<file path="config.mk">
export PLATFORM = sky130hd
export DESIGN_NAME = serial_parity_receiver
export DESIGN_NICKNAME = d
export VERILOG_FILES = /design/src/rtl/serial_parity_receiver.sv
export SDC_FILE = /design/constraint.sdc
export NUM_CORES = 1
export LEC_CHECK = 0
export CORE_UTILIZATION = 40
export DETAILED_ROUTE_END_ITERATION = 12
export PLACE_DENSITY = 0.73
export REMOVE_ABC_BUFFERS = 1
export SLEW_MARGIN = 20
export SYNTH_ARGS = -nofsm -noshare
export SYNTH_HDL_FRONTEND = slang
export SYNTH_SLANG_ARGS = --single-unit
export TNS_END_PERCENT = 30
</file>
<file path="constraint.sdc">
create_clock -name clk -period 2.1 [get_ports clk]
set_clock_uncertainty 0.15 [all_clocks]
set_input_delay 0.315 -clock clk [delete_from_list [all_inputs] [get_ports clk]]
set_output_delay 0.315 -clock clk [all_outputs]
set_load 0.05 [all_outputs]
</file>
<file path="src/rtl/serial_parity_receiver.sv">
// Bit-serial operand receiver: LSB-first data frames plus a parity bit, single-entry output buffer.
// Defining SPR_ERR_COUNT_EN adds a saturating 8-bit error counter output (err_count).
module serial_parity_receiver #(
    parameter int DATA_W     = 8,
    parameter bit ODD_PARITY = 1'b0
) (
    input  logic              clk,
    input  logic              rst_n,
    input  logic              sin_valid,
    input  logic              sin_start,
    input  logic              sin_bit,
    output logic [DATA_W-1:0] out_data,
    output logic              out_valid,
    input  logic              out_ready,
    output logic              par_err,
    output logic              frame_err,
    output logic              overrun
`ifdef SPR_ERR_COUNT_EN
    ,
    output logic [7:0]        err_count
`endif
);

    localparam int CNT_W = (DATA_W > 2) ? $clog2(DATA_W) : 1;
    localparam logic [CNT_W-1:0] LAST_BIT = CNT_W'(DATA_W - 1);

    typedef enum logic [1:0] {
        ST_IDLE,
        ST_DATA,
        ST_PAR
    } state_t;

    state_t            state, state_n;
    logic [CNT_W-1:0]  cnt, cnt_n;
    logic [DATA_W-1:0] shreg, shreg_n;
    logic              acc, acc_n;
    logic [DATA_W-1:0] data_n;
    logic              valid_n;
    logic              par_err_n, frame_err_n, overrun_n;
    logic              frame_done, frame_ok, consume;

    // NOTE: every signal written here gets a default first, so no path leaves one unassigned (no latches).
    always_comb begin
        state_n     = state;
        cnt_n       = cnt;
        shreg_n     = shreg;
        acc_n       = acc;
        data_n      = out_data;
        valid_n     = out_valid;
        par_err_n   = 1'b0;
        frame_err_n = 1'b0;
        overrun_n   = 1'b0;
        frame_done  = 1'b0;
        frame_ok    = 1'b0;
        consume     = out_valid && out_ready;

        if (sin_valid) begin
            if (sin_start) begin
                // A start bit always begins a new frame; mid-frame it also flags the abandoned one.
                frame_err_n = (state != ST_IDLE);
                shreg_n     = '0;
                shreg_n[0]  = sin_bit;
                acc_n       = sin_bit;
                cnt_n       = CNT_W'(1);
                state_n     = ST_DATA;
            end else begin
                case (state)
                    ST_DATA: begin
                        shreg_n[cnt] = sin_bit;
                        acc_n        = acc ^ sin_bit;
                        if (cnt == LAST_BIT) begin
                            cnt_n   = '0;
                            state_n = ST_PAR;
                        end else begin
                            cnt_n = cnt + CNT_W'(1);
                        end
                    end
                    ST_PAR: begin
                        frame_done = 1'b1;
                        frame_ok   = ((acc ^ sin_bit) == ODD_PARITY);
                        cnt_n      = '0;
                        acc_n      = 1'b0;
                        state_n    = ST_IDLE;
                    end
                    default: state_n = ST_IDLE;
                endcase
            end
        end

        if (consume) begin
            valid_n = 1'b0;
        end

        if (frame_done) begin
            if (!frame_ok) begin
                par_err_n = 1'b1;
            end else if (!out_valid || consume) begin
                data_n  = shreg;
                valid_n = 1'b1;
            end else begin
                overrun_n = 1'b1;
            end
        end
    end

    // NOTE: state registers use non-blocking assignments so all flops update together on the edge.
    always_ff @(posedge clk or negedge rst_n) begin
        if (!rst_n) begin
            state     <= ST_IDLE;
            cnt       <= '0;
            shreg     <= '0;
            acc       <= 1'b0;
            out_data  <= '0;
            out_valid <= 1'b0;
            par_err   <= 1'b0;
            frame_err <= 1'b0;
            overrun   <= 1'b0;
        end else begin
            state     <= state_n;
            cnt       <= cnt_n;
            shreg     <= shreg_n;
            acc       <= acc_n;
            out_data  <= data_n;
            out_valid <= valid_n;
            par_err   <= par_err_n;
            frame_err <= frame_err_n;
            overrun   <= overrun_n;
        end
    end

`ifdef SPR_ERR_COUNT_EN
    // Counts the registered pulses, so the count trails each pulse by one cycle.
    always_ff @(posedge clk or negedge rst_n) begin
        if (!rst_n) begin
            err_count <= '0;
        end else if ((par_err || frame_err || overrun) && (err_count != 8'hFF)) begin
            err_count <= err_count + 8'd1;
        end
    end
`endif

endmodule

</file>
== After elaboration in Yosys (flattened, before gate mapping) ==
Index checks and enable logic that the tools add are counted.

* Output and inout bits: 12
* Input bits: 6
* Bits in registers: 26

* Add/sub/neg operators: 1
* Mux-type cells: 30
* Reductions and logical operators: 11
* Magnitude comparators: 2
* Equality and inequality tests: 4
* Bitwise logic cells: 2

{| class="wikitable"
|+ Operator list
! kind !! count
|-
| $mux W1 || 19
|-
| $mux W8 || 2
|-
| $bwmux W8 || 1
|-
| $mux W2 || 3
|-
| $mux W3 || 2
|-
| $pmux W3 S2 || 1
|-
| $reduce_and A2 Y1 || 3
|-
| $lt A3 B4 Y1 const B || 1
|-
| $reduce_bool A2 Y1 || 2
|-
| $add A3 B1 Y3 const B || 1
|-
| $demux W1 S3 || 1
|-
| $eq A3 B3 Y1 const B || 1
|-
| $ge A3 B1 Y1 const B || 1
|-
| $ne A3 B3 Y1 const B || 1
|-
| $reduce_and A3 Y1 || 1
|-
| $reduce_bool A3 Y1 || 1
|-
| $eq A2 B1 Y1 const B || 1
|-
| $eq A2 B2 Y1 const B || 1
|-
| $logic_and A1 B1 Y1 || 2
|-
| $pmux W1 S2 || 1
|-
| $logic_not A1 Y1 || 1
|-
| $logic_or A1 B1 Y1 || 1
|-
| $not A1 Y1 || 1
|-
| $xor A1 B1 Y1 || 1
|}

== Depth between registers and ports, before layout ==
Gate-level depths: netlist of the first run.

* Depth after elaboration: 7
* Mapped depth: 6

== Worst setup path before layout of the first run ==
Ideal clock, no wire load.

* Path type: register to register
* Start: register out_valid
* End: register out_data[0]
* Cell stages (with the launch flop): 5
* Period minus slack after synthesis: 1572 ps
* Slack: 528 ps
* Arrival: 1297 ps
* Data required time: 1825 ps
* Setup time: 125 ps
* Path through: dfrtp_1 nand2b_1 nand2b_1 buf_6 mux2_4

* Cells in the longest elaborated chain, start to end: 3

{| class="wikitable"
|+ RTL lines
! element !! line !! source
|-
| from (decl) || 13 || <nowiki>output logic out_valid,</nowiki>
|-
| from (signal assigned) || 124 || <nowiki>out_valid <= valid_n;</nowiki>
|-
| $logic_not A1 Y1 / $logic_and A1 B1 Y1 (equally long branches) || 97, 55 ||
|-
| $logic_or A1 B1 Y1 (*) || 97 || <nowiki>end else if (!out_valid || consume) begin</nowiki>
|-
| $reduce_and A3 Y1 (no line) (*) || -- ||
|-
| to (signal assigned) || 123 || <nowiki>out_data <= data_n;</nowiki>
|-
| to (decl) || 12 || <nowiki>output logic [DATA_W-1:0] out_data,</nowiki>
|}

Mark *: on every way between the ends. The rest lies on a longest branch, timed or not.
A chain may end at the register's enable or synchronous reset.

== Worst setup path in the final report of the first run ==
* Start: register out_data[4]
* End: output out_data[4]

No word-level cell between the ends.

==> flow_summary.json, run 1 <==
{
  "numClockSinks": 26,
  "port-buffer-count": 17,
  "first_pass_iters": 4,
  "power_density_nw_per_um2": 765,
  "yosysTopAreaCell": "dfrtp_1",
  "routedWlPerCell_um": 12.9,
  "slew_violations": 0,
  "synth_top_flop_cell": "dfrtp_1",
  "synth_commonest_cells": "dfrtp_1, o21ai_1, a31oi_1, mux2_4, nand2_1",
  "hold_violations": 0,
  "yosys_warnings": 0,
  "wirelength_mm": 2.36,
  "pre_cts_ws_ps": 25.8,
  "r2r_cells": 4,
  "p_comb_share_pct": 23.3,
  "crit_path_start_kind": "register",
  "power_mw": 1.20,
  "fp.dieArea_um2": 3380,
  "synth.top_cell.area_share_pct": 51.5,
  "crit_cells": 1,
  "crit_type": "reg2out",
  "grt_usage_pct": 15.9,
  "syn_avg_cell_area_um2": 10.9,
  "clkLatencyLatePin_ps": 310,
  "row_count": 20,
  "drv_cap": 0,
  "antenna_cells": 0,
  "sequentialPowerShare_pct": 48.7,
  "critPathBufInv": 1,
  "cp.arrival_ps": 1510,
  "synth_edf_count": 0,
  "synthesis.instances": 116,
  "initial_core_util_pct": 41.7,
  "busiest_layer": "met2",
  "overflow": 0,
  "synth_area_leaders": "dfrtp_1, mux2_4, o21ai_1",
  "synth-seq-cells": 26,
  "ioPinCount": 18,
  "ir_drop_v": 0.000453,
  "clkPwrFrac_pct": 28.0,
  "max_freq_ghz": 0.506,
  "ant_nets": 0,
  "drc": 0,
  "die_h_um": 58.2,
  "fin_crit_ps": 1980,
  "dp_hpwl_mm": 1.72,
  "vias_per_cell": 5.20,
  "use_met2_pct": 26.8,
  "switching_share_pct": 28.9,
  "fin_nets": 147,
  "path_cells": "clkdlybuf4s50_1",
  "layout_setup_ws_ps": 123,
  "core_um2": 3030,
  "drive_gt1_share_pct": 18.1,
  "holdWs_ps": 199,
  "syn2layout_area_growth_pct": 24.2,
  "rsz0062_at_grt": "false",
  "grtUsageMet1_pct": 21.6,
  "clock_path_buffers": 2,
  "gp_congestion": 0.802,
  "grt_antenna_before_repair": 0,
  "cts_resized": 0,
  "async_flop_share_pct": 100,
  "ctsHtreeMaxLevel": 1,
  "first_iter_violations": 17,
  "tns_ps": 0,
  "worst_pin_slew_ps": 497,
  "internal_power_mw": 0.853,
  "p_sw_mw": 0.346,
  "synth_area_um2": 1260,
  "slowest_delay_ps": 810,
  "grt_max_degree": 27,
  "die_w_um": 58.2,
  "synth_most_common_cell": "dfrtp_1",
  "end_kind": "primary output",
  "grt_pass1_vias": 933,
  "ctsHoldBuffers": 0,
  "critical_path.top_delay_family": "buffers and inverters",
  "setup_violations": 0,
  "final_util_pct": 51.8,
  "ys_seq_area_share_pct": 51.5,
  "p_leak_nw": 0.718,
  "cts.clk_slew.worst_paths_ps": 140,
  "ys_types": 32,
  "hp-class": "in2async",
  "relSlewSlack_pct": 66.8,
  "outcome": "finished clean",
  "cts_buffers": 3,
  "post_cts_buffers": 0,
  "cp_max_fo": 2,
  "cts_tree": "built",
  "cts_root_buffer": "clkbuf_4",
  "cp_slowest_cell": "clkdlybuf4s50_1",
  "grt_pass1_wl_mm": 4.24,
  "rrSetupSlack_ps": 320,
  "required_ps": 1630,
  "post-route-period-util_pct": 94.1,
  "vias": 946,
  "grt_use_met3_pct": 3.35
}
flip-flops by register name, indices dropped and copies added (netlist names), 2 cells and up:
register,flops
out_data,8
shreg,8
state,2
cnt,3
cell usage in the layout (no fill, tap or decap), types with 4 or more instances in the layout:
| cell | instances |
|---|---|
| a22o_1 | 4 |
| nand2_1 | 6 |
| buf_4 | 9 |
| mux2_4 | 8 |
| nor2_1 | 5 |
| clkdlybuf4s50_1 | 17 |
| dfrtp_1 | 26 |
| inv_1 | 4 |
| a31oi_1 | 8 |
| o21ai_1 | 15 |
power by group through the flow:
stage	registers, mW	logic, mW	clock network (mW)
2_1_floorplan	0.620	0.144	0
3_5_place_dp	0.595	0.277	0
6_report	0.584	0.279	0.336
4_1_cts	0.584	0.278	0.348
5_1_grt	0.592	0.315	0.363
3_3_place_gp	0.591	0.266	0
logic make-up after synthesis:
logic type | synth area share (%)
flops | 51.5
simple gates | 10.7
compound gates | 20.0
xor+xnor | 0.694
fa+ha+maj | 1.98
buf+inv | 4.66
mux | 10.4
final cells by class:
type / instances / area [um2]
Clock buffer: 3 / 22.5
Clock inverter: 1 / 30.0
Fill cell: 291 / 1460
Inverter: 5 / 18.8
Multi-Input combinational cell: 77 / 553
Sequential cell: 26 / 651
Tap cell: 44 / 55.1
Timing Repair Buffer: 26 / 238
layer usage:
metal  up-vias  wire length, um
met3         2               63
met5         -                0
met4         0               16
met1       459             1140
met2        15             1140
li1        470                -
metrics by stage:
step | area, um2 | std cells
after detailed placement | 1520 | 178
final | 1570 | 182
after global routing | 1570 | 182
after global placement | 1520 | 178
after floorplan | 1220 | 108
after CTS | 1570 | 182
worst paths after layout:
check                                  from     endpoint
worst min register to register     shreg[0]     shreg[0]
worst min-delay path                  rst_n          acc
max in group asynchronous             rst_n  out_data[7]
worst max-delay path            out_data[4]  out_data[4]
worst max register to register     state[1]  out_data[4]
min in group clk                   shreg[0]     shreg[0]
Note: power is estimated with default switching activity, not from simulation.
==> inputs of run 2 (changes only) <==
CAP_MARGIN = 15   (was not set)
CELL_PAD_IN_SITES_DETAIL_PLACEMENT = 1   (was not set)
CELL_PAD_IN_SITES_GLOBAL_PLACEMENT = 1   (was not set)
PLACE_DENSITY = 0.86   (was 0.73)
==> run 2 against run 1 <==
Effect of this change: register-to-register slack better by 30 ps; sequential share of layout area shrank 0.20 points; combinational power up 5%; worst setup slack got worse by 11 ps; critical endpoint is now out_data[6]; wire length grew 19%.
==> flow_summary.json, run 2 (synthesis gave the netlist of run 1 again) <==
{
  "port-buffer-count": 17,
  "finalNonFillerCells": 183,
  "first_pass_iters": 4,
  "fp.dieArea_um2": 3380,
  "cts.clk_slew.worst_paths_ps": 140,
  "syn2layout_area_growth_pct": 24.8,
  "relSlewSlack_pct": 66.7,
  "slew_violations": 0,
  "vias": 988,
  "cp_slowest_cell": "clkdlybuf4s50_1",
  "routedWlPerCell_um": 15.3,
  "crit_cells": 1,
  "cts_root_buffer": "clkbuf_4",
  "antenna_cells": 0,
  "critPathBufInv": 1,
  "crit_path_start_kind": "register",
  "power_mw": 1.22,
  "dp_hpwl_mm": 2.08,
  "ctsHtreeMaxLevel": 1,
  "cp.arrival_ps": 1520,
  "rsz0062_at_grt": "false",
  "reg2reg_from": "state[1]",
  "tns_ps": 0,
  "grt_usage_pct": 19.4,
  "wirelength_mm": 2.80,
  "setup_violations": 0,
  "grt_antenna_before_repair": 0,
  "fin_nets": 148,
  "clkLatencyLatePin_ps": 320,
  "core_um2": 3030,
  "die_h_um": 58.2,
  "overflow": 0,
  "grt_pass1_vias": 1037,
  "cts_buffers": 3,
  "gp_congestion": 0.796,
  "p_leak_nw": 0.723,
  "die_w_um": 58.2,
  "worst_pin_slew_ps": 498,
  "slowest_delay_ps": 810,
  "numClockSinks": 26,
  "rrSetupSlack_ps": 350,
  "mostFrequentLayoutCell": "dfrtp_1",
  "ctsHoldBuffers": 0,
  "r2r_cells": 4,
  "grt_pass1_wl_mm": 4.93,
  "crit_type": "reg2out",
  "hp-class": "in2async",
  "use_met2_pct": 37.3,
  "dp_cells": 179,
  "worstReg2RegEnd": "out_data[5]",
  "max_freq_ghz": 0.503,
  "outcome": "finished clean",
  "post_cts_buffers": 0,
  "post-route-period-util_pct": 94.6,
  "row_count": 20,
  "busiest_layer": "met2",
  "largestRegisters": "out_data x8, shreg x8, cnt x3",
  "drive_gt1_share_pct": 18.7,
  "grtUsageMet1_pct": 22.2,
  "ant_nets": 0,
  "cp_max_fo": 2,
  "required_ps": 1630,
  "ioPinCount": 18,
  "drv_cap": 0,
  "ir_drop_v": 0.000669,
  "cts_tree": "built",
  "layout_common_cells": "dfrtp_1, clkdlybuf4s50_1, o21ai_1",
  "vias_per_cell": 5.40,
  "hold_violations": 0,
  "first_iter_violations": 22,
  "critical_path.top_delay_family": "buffers and inverters",
  "end_kind": "primary output",
  "cts_resized": 0,
  "path_cells": "clkdlybuf4s50_1",
  "clock_path_buffers": 2,
  "drc": 0,
  "grt_max_degree": 27,
  "grt_use_met3_pct": 4.02,
  "initial_core_util_pct": 41.7,
  "fin_crit_ps": 1990,
  "power_density_nw_per_um2": 777
}
[run 2: per-layer routing]
layer	wire length, um	part of all wire (%)	vias to the layer above
met2	1510	54	22
met5	0	0	-
met3	77	2.8	0
met4	0	0	0
met1	1210	43	496
li1	-	-	470
[run 2: metrics by stage]
| stage | hold WS, ps | worst slack [ps] | cell area (um2) | utilization, % |
|---|---|---|---|---|
| detailed placement | 344 | 19.9 | 1520 | 50.3 |
| finish | 190 | 113 | 1580 | 52.0 |
| global placement | 338 | 57.5 | 1520 | 50.3 |
| floorplan | -131 | 301 | 1220 | - |
| CTS | 187 | 84.7 | 1580 | 52.0 |
| global route | 191 | 44.1 | 1580 | 52.0 |
[run 2: worst max path at each step]
stage / start / endpoint / slack [ps]
final: out_data[6] / out_data[6] / 110
after global routing: out_data[6] / out_data[6] / 40
after CTS: out_data[6] / out_data[6] / 80
after detailed placement: sin_valid / out_data[5] / 20
after global placement: sin_valid / out_data[4] / 60
after floorplan: state[0] / out_data[0] / 300
[run 2: layout make-up]
type	instances	area [um2]
Fill cell	341	1450
Timing Repair Buffer	27	245
Sequential cell	26	651
Multi-Input combinational cell	77	553
Tap cell	44	55.1
Clock buffer	3	22.5
Clock inverter	1	30.0
Inverter	5	18.8
[run 2: where the power goes]
group / internal, mW / total (mW) / switching (mW)
sequential: 0.546 / 0.587 / 0.0407
combinational: 0.116 / 0.294 / 0.178
clock: 0.193 / 0.343 / 0.150
total: 0.855 / 1.22 / 0.368
==> edit 1: new RTL, settings of run 1 <==
Set the parameter `ODD_PARITY` to 1'b1 (it was 1'b0).
--- a/src/rtl/serial_parity_receiver.sv
+++ b/src/rtl/serial_parity_receiver.sv
@@ -2,7 +2,7 @@
 // Defining SPR_ERR_COUNT_EN adds a saturating 8-bit error counter output (err_count).
 module serial_parity_receiver #(
     parameter int DATA_W     = 8,
-    parameter bit ODD_PARITY = 1'b0
+    parameter bit ODD_PARITY = 1'b1
 ) (
     input  logic              clk,
     input  logic              rst_n,
Formal check against the unedited RTL: not equivalent (a bounded check fails within 10 cycles, from zero or initial values and one cycle with rst_n low).
==> edit 1 against run 1 <==
Area after synthesis about the same; sequential power up 4.5%; total power up 0.48%; setup slack improved by 3.4 ps; wire length about the same; non-clock buffer count decreased by 1; design area increased by 0.56%; sequential cell count unchanged; count of clock-buffer cells in the layout stayed put; critical endpoint unchanged.
==> edit 1: results (changes against run 1) <==
[sta]
whs_ps=188  ; was 199 ps
relSlewSlack=0.666  ; was 0.668

[run_status]
status=complete, no violations  ; unchanged

[synth]
ys.flop_type=dfrtp_1  ; unchanged
yosysWarnings=0  ; unchanged
synthArstFlopShare=1.00  ; unchanged
yosysSeqAreaShare=0.515  ; about the same
synth_common_cells=dfrtp_1, o21ai_0, nand2_1  ; was dfrtp_1, o21ai_1, a31oi_1, mux2_4, nand2_1
synth_cell_type_count=28  ; was 32
synthTopCellsByArea=dfrtp_1, mux2_4, o21ai_0, a31oi_1, nand2_1  ; was dfrtp_1, mux2_4, o21ai_1, a31oi_1, a22o_1

[setup_path]
reg2reg_to=out_data[5]$_DFFE_PN0P_  ; was out_data[4]$_DFFE_PN0P_
crit_arrival_ps=1510  ; about the same
slowest_stage=clkdlybuf4s50_1  ; unchanged
cp_slowest_stage_delay_ps=800
cp_max_fo=2  ; unchanged
crit-reg2reg-launch=state[0]$_DFFE_PN0P_  ; was state[1]$_DFFE_PN0P_
ff2ff_setup_slack_ps=340  ; was 320 ps
startpoint=out_data[4]$_DFFE_PN0P_  ; unchanged
rr_worst_depth=5  ; was 4
cp_top_family=buffers and inverters  ; unchanged

[pwr]
ir_drop_mv=0.671  ; was 0.453 mV
p_leak_nw=0.711  ; was 0.718 nW

[clock_network]
path_clk_slew_ps=140  ; about the same
cts_root_buf=clkbuf_4  ; unchanged
ctsResizeCount=0  ; unchanged
postCtsSetupBuffers=0  ; unchanged
clkLatencyLatePin_ps=320
htree_levels=1  ; unchanged
cts_made_buffers=3  ; unchanged
clockBufferDepth=2  ; unchanged

[placement]
routabilityCongestion=0.784  ; was 0.802
hpwl_um=1740  ; was 1720 um
place_ws_ps=45.5  ; was 25.8 ps
io_buffer_count=17  ; unchanged

[finish]
top_regs=out_data (8), shreg (8), cnt (3)  ; unchanged
diodes=0  ; unchanged
num-nets-final=149  ; was 147
drive_above_1_share=0.150  ; was 0.181

[route]
vias=946  ; unchanged
wl_per_cell_um=12.8  ; was 12.9 um
dr.first_iter.drc_count=20  ; was 17
drtPass1Iterations=4  ; unchanged

[global_route]
grt_antenna_before_repair=0  ; unchanged
grt_max_degree=27  ; unchanged
first_global_vias=879  ; was 933
track_usage=0.154  ; was 0.159
grt_pass1_wl_um=3930  ; was 4240 um

[job]
max_cap_violations=0  ; unchanged

[worst_hold_path]
holdCritPathClass=primary input to async pin  ; unchanged

[edit 1: cell types whose count changed in the layout (fill, tap and decap cells not counted), moves of 3 or more]
cell and change:
o21ai_0 +13, a22o_1 -4, o2bb2ai_1 +3, o21ai_1 -15
nand2_1 +4
[edit 1: logic make-up after synthesis]
kind of cell	Yosys count	synth area share
AOI/OAI and AO/OA	37	0.174
and+or+nand+nor	32	0.139
DFF	26	0.515
buffers and inverters	12	0.0416
muxes	9	0.104
adders and majority gates	2	0.0198
xor gates and xnor gates	1	0.00693
[edit 1: how the worst max path moves through the flow]
stage	cells after the start	end	slack (ps)
6_report	1	out_data[4]	130
5_1_grt	1	out_data[3]	70
4_1_cts	1	out_data[6]	100
3_5_place_dp	6	out_data[5]$_DFFE_PN0P_	50
3_3_place_gp	6	out_data[1]$_DFFE_PN0P_	80
2_1_floorplan	4	out_data[0]$_DFFE_PN0P_	350
[edit 1: routing by layer]
layer / vias to the layer above / GRT usage / wire length, um
li1: 473 / - / -
met1: 452 / 0.181 / 1080
met2: 16 / 0.278 / 1170
met3: 5 / 0.0335 / 67
met4: 0 / 0.0510 / 33
met5: - / 0 / 0
[edit 1: cell type report]
cell class                      count  area (um2)
Clock inverter                      1        30.0
Fill cell                         263        1450
Clock buffer                        3        22.5
Inverter                            4        15.0
Tap cell                           44        55.1
Multi-Input combinational cell     81         561
Timing Repair Buffer               25         243
Sequential cell                    26         651
[edit 1: per-stage QoR]
step / cell area (um2) / utilization / cells
6_report: 1580 / 0.521 / 184
5_1_grt: 1580 / 0.521 / 184
4_1_cts: 1580 / 0.521 / 184
3_5_place_dp: 1520 / 0.503 / 180
3_3_place_gp: 1520 / 0.503 / 180
2_1_floorplan: 1230 / - / 111
[edit 1: where the power goes]
part / internal, mW / switching, mW
logic: 0.110 / 0.143
registers: 0.549 / 0.0614
clock network: 0.193 / 0.148
==> edit 2: new RTL, config.mk and constraints of run 1 <==
Made on the original files. `shreg` and `out_data` no longer have a reset.
--- a/src/rtl/serial_parity_receiver.sv
+++ b/src/rtl/serial_parity_receiver.sv
@@ -108,9 +108,7 @@
         if (!rst_n) begin
             state     <= ST_IDLE;
             cnt       <= '0;
-            shreg     <= '0;
             acc       <= 1'b0;
-            out_data  <= '0;
             out_valid <= 1'b0;
             par_err   <= 1'b0;
             frame_err <= 1'b0;
@@ -118,14 +116,17 @@
         end else begin
             state     <= state_n;
             cnt       <= cnt_n;
-            shreg     <= shreg_n;
             acc       <= acc_n;
-            out_data  <= data_n;
             out_valid <= valid_n;
             par_err   <= par_err_n;
             frame_err <= frame_err_n;
             overrun   <= overrun_n;
         end
+    end
+
+    always_ff @(posedge clk) begin
+        shreg    <= shreg_n;
+        out_data <= data_n;
     end
 
 `ifdef SPR_ERR_COUNT_EN
Function: differs if rst_n is asserted again (counterexample within 10 cycles, from zero or initial values and one cycle with rst_n low); with rst_n held inactive, the same outputs for 10 cycles.
==> edit 2 against run 1 <==
Worst hold slack got worse by 45 ps; area after synthesis decreased by 2.4%; non-clock buffer count decreased by 3; sequential cell count unchanged; total power decreased by 0.60%; via count decreased by 15%; wire length decreased by 8.2%; sequential power increased by 13%; the run now ends with DRC left; sequential share of layout area increased by 7.6 points; design area decreased by 5.0%; largest cell class unchanged; maximum frequency increased by 0.26%; setup slack improved by 5.1 ps.
==> edit 2: results (changes against run 1) <==
[run_status]
status=finished, violations left  ; was complete, no violations
violations=DRC

[sta]
relSlewSlack=0.656  ; was 0.668
whs_ps=154  ; was 199 ps

[placement]
hpwl_um=1490  ; was 1720 um
routabilityCongestion=0.786  ; was 0.802
placed_cell_area_um2=1440  ; was 1520 um2

[route]
drcViolationCount=2  ; was 0
wl_per_cell_um=14.6  ; was 12.9 um
met2WireLength_um=1040  ; was 1140 um

[finish]
areaGrowthSynthToFinish_pct=20.8  ; was 24.2%
num-nets-final=126  ; was 147
fillers=227  ; was 291

[global_route]
use_met1=0.201  ; was 0.216
track_usage=0.148  ; was 0.159
grt_max_degree=16  ; was 27

[setup_path]
startpoint=out_valid$_DFF_PN0_  ; was out_data[4]$_DFFE_PN0P_
reg2reg_to=cnt[0]$_DFFE_PN0P_  ; was out_data[4]$_DFFE_PN0P_

[pwr]
p_leak_nw=0.616  ; was 0.718 nW
powerSeq_mw=0.660  ; was 0.584 mW
p_clk_mw=0.345  ; was 0.336 mW
seqPwrFrac=0.554  ; was 0.487

[synth]
synth_cells=97  ; was 116
synthTopCellsByArea=edfxtp_1, dfrtp_1, mux2i_1, nor2_1, nor3b_2  ; was dfrtp_1, mux2_4, o21ai_1, a31oi_1, a22o_1
synth_mux_area_frac=0.0569  ; was 0.104

[edit 2: changes by cell type after synthesis, sizes merged, moves of 3 or more]
| cell | before | now |
|---|---|---|
| inv | 5 | 2 |
| a22o | 4 | 0 |
| mux2 | 9 | 0 |
| edfxtp | 0 | 16 |
| dfrtp | 26 | 10 |
| buf | 3 | 7 |
| mux2i | 0 | 7 |
| o21ai | 19 | 3 |
| a31oi | 8 | 0 |
| nand3b | 0 | 4 |
| clkbuf | 5 | 0 |
| nor2 | 5 | 13 |
[edit 2: cells by family after synthesis]
family | after synthesis
buffers and inverters | 9
adders and majority gates | 2
and+or+nand+nor | 38
muxes | 7
AOI/OAI and AO/OA | 13
DFF | 26
xor gates and xnor gates | 2
[edit 2: final cells by class]
type	count	area share
clock inverters	1	0.0202
well taps	31	0.0261
inverters	2	0.00504
flip-flops and latches	26	0.491
clock buffers	3	0.0151
repair buffers	23	0.145
multi-input cells	62	0.298
